**src/rtl/blackjack_ctrl.sv**
```systemverilog
// Blackjack round controller. It deals two cards each to the player and the
// dealer, runs the player's turn from the hit/stay buttons, plays the dealer
// to DEALER_STAND, and then registers the outcome.
// Ports:
//   clk, rst           - system clock; asynchronous active-high reset
//   hit, stay          - debounced button levels; each rising edge is one action
//   card_vld, card_val - card source handshake and rank (1=ace, 2..10)
//   card_req           - registered request for one card
//   p_score, d_score   - best player and dealer scores
//   result             - 00 none, 01 player win, 10 player lose, 11 push
//   busy               - high in every state except IDLE and RESULT
module blackjack_ctrl #(
    parameter int unsigned DEALER_STAND = 17
) (
    input  logic       clk,
    input  logic       rst,
    input  logic       hit,
    input  logic       stay,
    input  logic       card_vld,
    input  logic [3:0] card_val,
    output logic       card_req,
    output logic [4:0] p_score,
    output logic [4:0] d_score,
    output logic [1:0] result,
    output logic       busy
);

    localparam int unsigned SW = 5;

    localparam logic [1:0] RES_NONE = 2'b00;
    localparam logic [1:0] RES_WIN  = 2'b01;
    localparam logic [1:0] RES_LOSE = 2'b10;
    localparam logic [1:0] RES_PUSH = 2'b11;

    typedef enum logic [3:0] {
        IDLE, DEAL_P1, DEAL_D1, DEAL_P2, DEAL_D2,
        PLAYER, P_HIT, DEALER, D_HIT, RESULT
    } state_t;

    state_t          state, state_n;
    logic            hit_q, stay_q, armed;
    logic [SW-1:0]   p_hard, d_hard, p_hard_n, d_hard_n;
    logic            p_ace, d_ace, p_ace_n, d_ace_n;
    logic            card_req_n;
    logic [1:0]      result_n;

    logic            hit_edge_c, stay_edge_c, card_acc_c;
    logic [SW-1:0]   card_norm_c;
    logic [SW-1:0]   p_add_hard_c, d_add_hard_c;
    logic            p_add_ace_c, d_add_ace_c;

    // Best score: an ace counts 11 when that does not bust the hand.
    function automatic logic [SW-1:0] best_score(input logic [SW-1:0] hard,
                                                 input logic          ace);
        return (ace && hard <= SW'(11)) ? hard + SW'(10) : hard;
    endfunction

    // Edges are qualified by armed so a level already high at reset release is not an edge.
    assign hit_edge_c  = armed & hit  & ~hit_q;
    assign stay_edge_c = armed & stay & ~stay_q;
    assign card_acc_c  = card_req & card_vld;

    // Rank clean-up: 0 reads as an ace, anything above 10 as a ten.
    always_comb begin
        card_norm_c = SW'(card_val);
        if (card_val == 4'd0)
            card_norm_c = SW'(1);
        else if (card_val > 4'd10)
            card_norm_c = SW'(10);
    end

    assign p_add_hard_c = p_hard + card_norm_c;
    assign d_add_hard_c = d_hard + card_norm_c;
    assign p_add_ace_c  = p_ace | (card_norm_c == SW'(1));
    assign d_add_ace_c  = d_ace | (card_norm_c == SW'(1));

    // State register plus all registered outputs.
    always_ff @(posedge clk or posedge rst) begin
        if (rst) begin
            state    <= IDLE;
            hit_q    <= 1'b0;
            stay_q   <= 1'b0;
            armed    <= 1'b0;
            p_hard   <= '0;
            d_hard   <= '0;
            p_ace    <= 1'b0;
            d_ace    <= 1'b0;
            card_req <= 1'b0;
            p_score  <= '0;
            d_score  <= '0;
            result   <= RES_NONE;
            busy     <= 1'b0;
        end else begin
            state    <= state_n;
            hit_q    <= hit;
            stay_q   <= stay;
            armed    <= 1'b1;
            p_hard   <= p_hard_n;
            d_hard   <= d_hard_n;
            p_ace    <= p_ace_n;
            d_ace    <= d_ace_n;
            card_req <= card_req_n;
            p_score  <= best_score(p_hard_n, p_ace_n);
            d_score  <= best_score(d_hard_n, d_ace_n);
            result   <= result_n;
            busy     <= (state_n != IDLE) && (state_n != RESULT);
        end
    end

    // Next-state, hand accumulation and outcome decision.
    always_comb begin
        state_n    = state;
        p_hard_n   = p_hard;
        d_hard_n   = d_hard;
        p_ace_n    = p_ace;
        d_ace_n    = d_ace;
        card_req_n = card_req;
        result_n   = result;

        case (state)
            IDLE, RESULT: begin
                card_req_n = 1'b0;
                if (hit_edge_c) begin
                    state_n    = DEAL_P1;
                    p_hard_n   = '0;
                    d_hard_n   = '0;
                    p_ace_n    = 1'b0;
                    d_ace_n    = 1'b0;
                    result_n   = RES_NONE;
                    card_req_n = 1'b1;
                end
            end
            DEAL_P1, DEAL_P2: begin
                card_req_n = 1'b1;
                if (card_acc_c) begin
                    p_hard_n = p_add_hard_c;
                    p_ace_n  = p_add_ace_c;
                    state_n  = (state == DEAL_P1) ? DEAL_D1 : DEAL_D2;
                end
            end
            DEAL_D1, DEAL_D2: begin
                card_req_n = 1'b1;
                if (card_acc_c) begin
                    d_hard_n = d_add_hard_c;
                    d_ace_n  = d_add_ace_c;
                    if (state == DEAL_D1) begin
                        state_n = DEAL_P2;
                    end else begin
                        state_n    = PLAYER;
                        card_req_n = 1'b0;
                    end
                end
            end
            PLAYER: begin
                card_req_n = 1'b0;
                // Stay takes priority over a simultaneous hit.
                if (p_score == SW'(21) || stay_edge_c) begin
                    state_n = DEALER;
                end else if (hit_edge_c) begin
                    state_n    = P_HIT;
                    card_req_n = 1'b1;
                end
            end
            P_HIT: begin
                card_req_n = 1'b1;
                if (card_acc_c) begin
                    p_hard_n   = p_add_hard_c;
                    p_ace_n    = p_add_ace_c;
                    card_req_n = 1'b0;
                    if (best_score(p_add_hard_c, p_add_ace_c) > SW'(21)) begin
                        state_n  = RESULT;
                        result_n = RES_LOSE;
                    end else begin
                        state_n = PLAYER;
                    end
                end
            end
            DEALER: begin
                card_req_n = 1'b0;
                if (d_score < SW'(DEALER_STAND)) begin
                    state_n    = D_HIT;
                    card_req_n = 1'b1;
                end else begin
                    state_n = RESULT;
                    if (d_score > SW'(21) || p_score > d_score)
                        result_n = RES_WIN;
                    else if (p_score < d_score)
                        result_n = RES_LOSE;
                    else
                        result_n = RES_PUSH;
                end
            end
            D_HIT: begin
                card_req_n = 1'b1;
                if (card_acc_c) begin
                    d_hard_n   = d_add_hard_c;
                    d_ace_n    = d_add_ace_c;
                    card_req_n = 1'b0;
                    state_n    = DEALER;
                end
            end
            default: begin
                state_n    = IDLE;
                card_req_n = 1'b0;
            end
        endcase
    end

endmodule

```
**config.mk**
```make
export PLATFORM = sky130hd
export DESIGN_NAME = blackjack_ctrl
export DESIGN_NICKNAME = d
export VERILOG_FILES = /design/src/rtl/blackjack_ctrl.sv
export SDC_FILE = /design/constraint.sdc
export NUM_CORES = 1
export LEC_CHECK = 0
export ABC_AREA = 1
export BUFFER_PORTS_ARGS = -buffer_cell sky130_fd_sc_hd__buf_2
export CAP_MARGIN = 40
export CELL_PAD_IN_SITES_DETAIL_PLACEMENT = 0
export CELL_PAD_IN_SITES_GLOBAL_PLACEMENT = 1
export CORE_ASPECT_RATIO = 1.75
export CORE_MARGIN = 4
export CORE_UTILIZATION = 47
export DETAILED_ROUTE_END_ITERATION = 8
export PLACE_DENSITY = 0.84
export SLEW_MARGIN = 20
export SYNTH_ARGS = -nofsm -noshare
export SYNTH_HDL_FRONTEND = slang
export SYNTH_SLANG_ARGS = --single-unit
```
**constraint.sdc**
```tcl
create_clock -name clk -period 3.9 [get_ports clk]
set_input_delay 0.195 -clock clk [delete_from_list [all_inputs] [get_ports clk]]
set_output_delay 0.195 -clock clk [all_outputs]
set_load 0.005 [all_outputs]
```
==> results of run 1 <==
stage by stage:
stage	cells	cell area, µm²	power (mW)	setup slack, ns
2_1_floorplan	328	2431	1.702	1.369
3_3_place_gp	402	2605	2.067	0.7966
3_5_place_dp	402	2605	2.085	0.7864
4_1_cts	411	2696	2.334	1.074
5_1_grt	411	2696	2.569	0.7417
6_report	411	2696	2.318	1.098
critical path: stages:
cell and delay, ns:
buf_2 0.15, a21oi_1 0.12, inv_1 0.14, nand3_1 0.08, o21ai_0 0.08, inv_1 0.08, ha_1 0.22, fa_1 0.41
xor2_1 0.27, inv_1 0.12, ha_1 0.21, nand3_1 0.08, o21a_1 0.14, nand2_1 0.05, inv_1 0.04, nand2_1 0.05
nand2_1 0.05, nand2_1 0.10, nand2_1 0.10, nand4_1 0.10, nor2_1 0.13, nand2_1 0.06
area by class of cell:
type,count,share of cell area (%)
inverters,53,7.378
repair buffers,26,5.290
flip-flops and latches,31,28.77
multi-input cells,239,53.04
clock buffers,7,2.831
clock inverters,1,0.1856
well taps,54,2.506
per-layer routing:
metal / vias up / GRT usage, %
li1: 1117 / -
met1: 1080 / 19.97
met2: 33 / 39.38
met3: 22 / 3.599
met4: 0 / 8.660
met5: - / 0
cell families after synthesis:
| group | share of synthesized area, % |
|---|---|
| AO/OA/AOI/OAI | 14.41 |
| XOR/XNOR | 2.162 |
| adder cells (fa/ha/maj) | 11.43 |
| buffers and inverters | 9.264 |
| flip-flops | 31.91 |
| other | 0.1543 |
| AND/OR/NAND/NOR | 30.67 |
path summary, 6_finish.rpt:
kind	end
setup / recovery	busy
hold / removal	hit_q
setup reg to reg	busy
hold reg to reg	result[0]
max in group asynchronous	hit_q
min in group asynchronous	p_score[2]
cell usage in the layout (no fill, tap or decap), types with 3 or more instances in the layout:
cell      Yosys  layout
ha_1         19      19
nor3_1        3       3
o211ai_1      4       4
nor2_1       22      22
o21bai_1      3       3
inv_2         7       7
dfrtp_1      31      31
nand2_1      78      78
nand2_2       8       8
o21ai_0      17      17
buf_4         2       3
inv_1        45      45
o21ai_2       6       6
a21oi_1       9       9
xor2_1        4       4
clkbuf_8      0       5
buf_2         0      22
nand3_2       3       3
nand3_1      34      34
nand2_4       4       4
sequential cells by signal (all words and copies together), names as in the netlist, 2 cells and up:
signal   flops
d_score      4
result       2
d_hard       5
p_hard       5
p_score      4
state        4
power groups by stage:
stage | Sequential [mW] | Clock [mW] | Combinational (mW)
floorplan | 0.525 | 0 | 1.18
global placement | 0.555 | 0 | 1.51
detailed placement | 0.555 | 0 | 1.53
CTS | 0.549 | 0.246 | 1.54
global route | 0.563 | 0.266 | 1.74
finish | 0.546 | 0.243 | 1.53
what timing repair did:
action,CTS,global route
hold buffers,1,0
endpoints found under the hold margin,17,0
gates resized for setup,0,0
==> run_results.csv, run 1 <==
group,metric,value,unit
drt,drtIter0Drc,69,
cells_and_area,multi_input_area,1430,µm²
floorplanning,die_y,103.1,µm
grt,grtUsageTotal,19.93,%
drt,routed_wl,6.058,mm
cells_and_area,ff_latch_area,775.7,µm²
drt,wire_per_inst,14.74,µm
drt,wl_met1,2.260,mm
worst_hold_path,hold_path.startpoint,"hit",
yosys,seq_area_frac_synth,31.91,%
clocking,clock_latency,0.28,ns
drt,highest_layer,"met4",
pwr,vdd_drop_max,477.3,µV
drt,dr_total_vias,2252,
setup_path,r2r-start,"p_hard[0]",
floorplanning,start_util,48.84,%
yosys,synth_cell_types,38,
timing,whs,0.03069,ns
status,status,"finished, final reports clean",
yosys,synthTopCellsByArea,"dfrtp_1 32%, nand2_1 12%, ha_1 9.8%",
cells_and_area,diodes,0,
timing,setup_viol,0,
drt,drc_errors,0,
drt,ant_nets,0,
setup_path,required,4.07,ns
yosys,synth_largest_area_cell,"dfrtp_1",
pwr,p_sw_share,51.74,%
timing,slew_viol_final,0,
setup_path,arrival,2.98,ns
timing,fmax,356.8,MHz
setup_path,critical_path.endpoint_type,"flop",
yosys,synth_common_cells,"78 x nand2_1, 45 x inv_1, 34 x nand3_1",
clocking,cts_setup_buffers,0,
yosys,synth_edf_count,0,
cells_and_area,final_util,54.17,%
timing,fin_skew,0.005957,ns
cells_and_area,areaGrowthSynthToFinish,10.91,%
yosys,synth_area,2431,µm²
floorplanning,die-area,6432,µm²
clocking,root_buffer,"clkbuf_8",
setup_path,start_kind,"input pin",
worst_hold_path,min-delay-path-class,"in -> reg",
place,dpl.hpwl,4.982,mm
yosys,avgSynthCellArea,7.412,µm²
grt,grt_antenna_before_repair,0,
grt,grt_pass1_wl,10.28,mm
setup_path,crit_type,"in -> reg",
job,cap_viol_max_count,0,
drt,viasPerCell,5.479,
clocking,cts_made_buffers,5,
pwr,pwr-share-seq,23.5,%
place,numPortBuffers,22,
clocking,cts_tree,"built",
timing,final.setup.tns,0,ns
pwr,p_sw,1.200,mW
grt,overflow,0,
timing,fin_crit,2.802,ns
timing,rsz0062_at_grt,"no",
clocking,clock_path_buffers,2,
timing,finalHoldViolations,0,
setup_path,crit_start,"card_val[3]",
yosys,ys.flop_type,"dfrtp_1",
place,gp_congestion,0.8976,
cells_and_area,fillers,528,
pwr,p_int,1.119,mW
yosys,synth_seq_cells,31,
timing,fin_crit_sh,71.86,%
floorplanning,row_count,34,
floorplanning,ios,23,
cells_and_area,nets,386,
yosys,syn-instance-count,328,
grt,grt_max_degree,32,
yosys,synthArstFlopShare,100.0,%
setup_path,cp_max_fo,7,
drt,dr_wl_met3,156,µm
setup_path,r2r_cells,16,
floorplanning,core,4977,µm²
clocking,htreeDepth,2,
yosys,yosys.cell_count.top_type,"nand2_1",
pwr,p_leak,1.451,nW
clocking,clock-sinks,31,
floorplanning,die_width,62.37,µm
grt,grt_pass1_vias,2324,
cells_and_area,drive_above_1_share,18.77,%
setup_path,r2r_slack,1.19,ns
pwr,p_comb_share,66.0,%
drt,wl_met2,3.402,mm
worst_hold_path,hold_depth,1,
yosys,syn-num-nets,358,
drt,first_pass_iters,4,
pwr,power_density,859.9,nW/µm²
yosys,yosysWarnings,0,
yosys,synth_top_area_share,31.91,%
pwr,clkPwrFrac,10.5,%
clocking,clkTransAtPathRegs,0.06,ns
(Power assumes the default switching activity.)
==> run 2, diff against run 1 <==
--- a/config.mk
+++ b/config.mk
@@ -12,9 +12,9 @@
 export CELL_PAD_IN_SITES_GLOBAL_PLACEMENT = 1
 export CORE_ASPECT_RATIO = 1.75
 export CORE_MARGIN = 4
-export CORE_UTILIZATION = 47
+export CORE_UTILIZATION = 39
 export DETAILED_ROUTE_END_ITERATION = 8
-export PLACE_DENSITY = 0.84
+export PLACE_DENSITY = 0.74
 export SLEW_MARGIN = 20
 export SYNTH_ARGS = -nofsm -noshare
 export SYNTH_HDL_FRONTEND = slang
==> constraint.sdc (replaced) <==
create_clock -name clk -period 2.5 [get_ports clk]
set_input_delay 0.125 -clock clk [delete_from_list [all_inputs] [get_ports clk]]
set_output_delay 0.125 -clock clk [all_outputs]
set_load 0.005 [all_outputs]
==> run 2 against run 1 <==
Net effect:
- sequential share of layout area fell by 3.2 points
- critical path depth decreased by 6
- final cell count is 13% higher
- first-iteration DRC count is 20% higher
- non-clock buffer count grew 30
- sequential power is 51% higher
- flip-flop and latch count unchanged
- register-to-register slack got worse by 1.0 ns
- final area is 12% higher
- combinational power rose by 82%
- wire length up 3.8%
==> run_results.csv, run 2 (synthesized netlist as in run 1, its figures left out) <==
group,metric,value,unit
status,status,"finished, final reports clean",
grt,grt_pass1_wl,10.67,mm
timing,fin_crit,2.359,ns
drt,drtIter0Drc,83,
grt,met1_usage,18.25,%
cells_and_area,final_common_cell,"nand2_1",
drt,wire_per_inst,13.53,µm
floorplanning,row_count,37,
floorplanning,die-area,7610,µm²
grt,overflow,0,
timing,slew_viol_final,0,
job,cap_viol_max_count,0,
pwr,power_density,1340,nW/µm²
floorplanning,start_util,40.71,%
grt,grtUsageTotal,18.22,%
cells_and_area,reg_top3,"d_hard x5, p_hard x5",
setup_path,crit_type,"reg -> reg",
pwr,vdd_drop_max,673.1,µV
grt,grtUsageMet3,2.402,%
grt,grt_antenna_before_repair,0,
cells_and_area,fin_area,3028,µm²
cells_and_area,nets,416,
worst_hold_path,min-delay-path-class,"in -> reg",
setup_path,critical_path.endpoint_type,"flop",
timing,fin_crit_sh,94.37,%
grt,grt_max_degree,32,
clocking,root_buffer,"clkbuf_8",
floorplanning,die_y,112.4,µm
setup_path,critPathBufInv,1,
setup_path,critPathTopFamily,"adder cells",
timing,fmax,423.9,MHz
setup_path,arrival,2.53,ns
floorplanning,die_width,67.68,µm
pwr,p_leak,1.604,nW
place,dpl.hpwl,5.174,mm
place,numPortBuffers,22,
clocking,clock_latency,0.28,ns
drt,ant_nets,0,
setup_path,cp_max_fo,2,
drt,routed_wl,6.291,mm
place,gp_congestion,0.7947,
grt,grt_pass1_vias,2404,
clocking,clkTransAtPathRegs,0.07,ns
clocking,cts_made_buffers,5,
clocking,clock-sinks,31,
cells_and_area,diodes,0,
setup_path,cpMostUsedCell,"nand2_1",
timing,finalHoldViolations,0,
clocking,clock_path_buffers,2,
floorplanning,ios,23,
setup_path,crit_slowest_cell,"dfrtp_1",
drt,first_pass_iters,4,
clocking,htreeDepth,2,
drt,drc_errors,0,
grt,grt-busiest-layer,"met2",
floorplanning,core,5972,µm²
grt,met2_usage,34.94,%
drt,viasPerCell,4.920,
setup_path,r2r_slack,0.14,ns
cells_and_area,drive_above_1_share,28.42,%
cells_and_area,final_util,50.70,%
cells_and_area,fillers,608,
timing,setup_viol,0,
clocking,cts_tree,"built",
timing,fin_skew,0.006437,ns
drt,dr_total_vias,2288,
setup_path,start_kind,"flop",
setup_path,cp_cell_sequence,"ha_4, fa_2, xor2_2, buf_4, ha_2, nand2_1, nand3_2, nand2_1, nand2_1, nand2_2, nand2_1, nand2_1, nand2_1, nand2_1, nand2_1, nand2_1",
place,dpl-instance-area,2823,µm²
cells_and_area,areaGrowthSynthToFinish,24.55,%
setup_path,slowest_delay,0.42,ns
setup_path,required,2.67,ns
cells_and_area,final_cell_mix,"76 x nand2_1, 43 x inv_1, 33 x nand3_1, 31 x dfrtp_1, 31 x buf_4",
-- run 2: changes by cell type in the layout (fill, tap and decap cells not counted), sizes merged --
cell         delta
clkinvlp        +1
buf            +28
dlygate4sd3     +2
clkinv          -1
-- run 2: where the power goes --
part	total, mW	switching (mW)	internal [mW]
registers	0.825	0.140	0.686
clock network	0.441	0.191	0.250
logic	2.79	1.63	1.16
-- run 2: final cells by class --
| type | count | area, µm² | area share (%) |
|---|---|---|---|
| sequential | 31 | 775.7 | 25.62 |
| multi-input combinational | 239 | 1479 | 48.84 |
| clock buffer | 7 | 96.34 | 3.182 |
| tap | 78 | 97.59 | 3.223 |
| inverter | 53 | 198.9 | 6.570 |
| timing repair buffer | 56 | 372.9 | 12.31 |
| clock inverter | 1 | 7.507 | 0.2479 |
-- run 2: path summary, 6_finish.rpt --
kind / startpoint / endpoint / cells past startpoint
worst max-delay path: p_hard[0] / busy / 16
worst min-delay path: card_val[1] / d_ace / 5
worst max register to register: p_hard[0] / busy / 16
worst min register to register: result[0] / result[0] / 2
max in group asynchronous: rst / p_hard[3] / 4
min in group asynchronous: rst / d_score[3] / 4
-- run 2: worst reg2reg max path, cell delays in order (launching register included) --
cell and delay (ns):
dfrtp_1 0.42, ha_4 0.18, fa_2 0.38, xor2_2 0.17
buf_4 0.15, ha_2 0.29, nand2_1 0.06, nand3_2 0.06
nand2_1 0.05, nand2_1 0.06, nand2_2 0.08, nand2_1 0.07
nand2_1 0.06, nand2_1 0.08, nand2_1 0.05, nand2_1 0.05
nand2_1 0.05
-- run 2: timing repair --
action	CTS	global route
endpoints found under the hold margin	33	0
gates resized for setup	0	14
endpoints found under the setup margin	2	10
buffers inserted	0	3
pin swaps	1	7
hold buffers	3	0
-- run 2: per-layer routing --
metal  up-vias  wire, µm
met4         0       175
met5         -         0
met2        38      3676
met1      1061      2331
met3        16       107
li1       1173         -
-- run 2: per-stage QoR --
step / hold slack [ns] / setup slack, ns / total power, mW / cells / setup TNS (ns)
6_report: 0.3278 / 0.1408 / 4.057 / 465 / 0
2_1_floorplan: 0.1564 / 0.03899 / 2.655 / 328 / 0
3_5_place_dp: 0.2270 / -0.1700 / 3.571 / 451 / -1.227
4_1_cts: 0.3085 / 0.003082 / 4.034 / 462 / 0
3_3_place_gp: 0.2276 / -0.1363 / 3.548 / 451 / -0.8647
5_1_grt: 0.3704 / -0.008751 / 4.498 / 465 / -0.01865
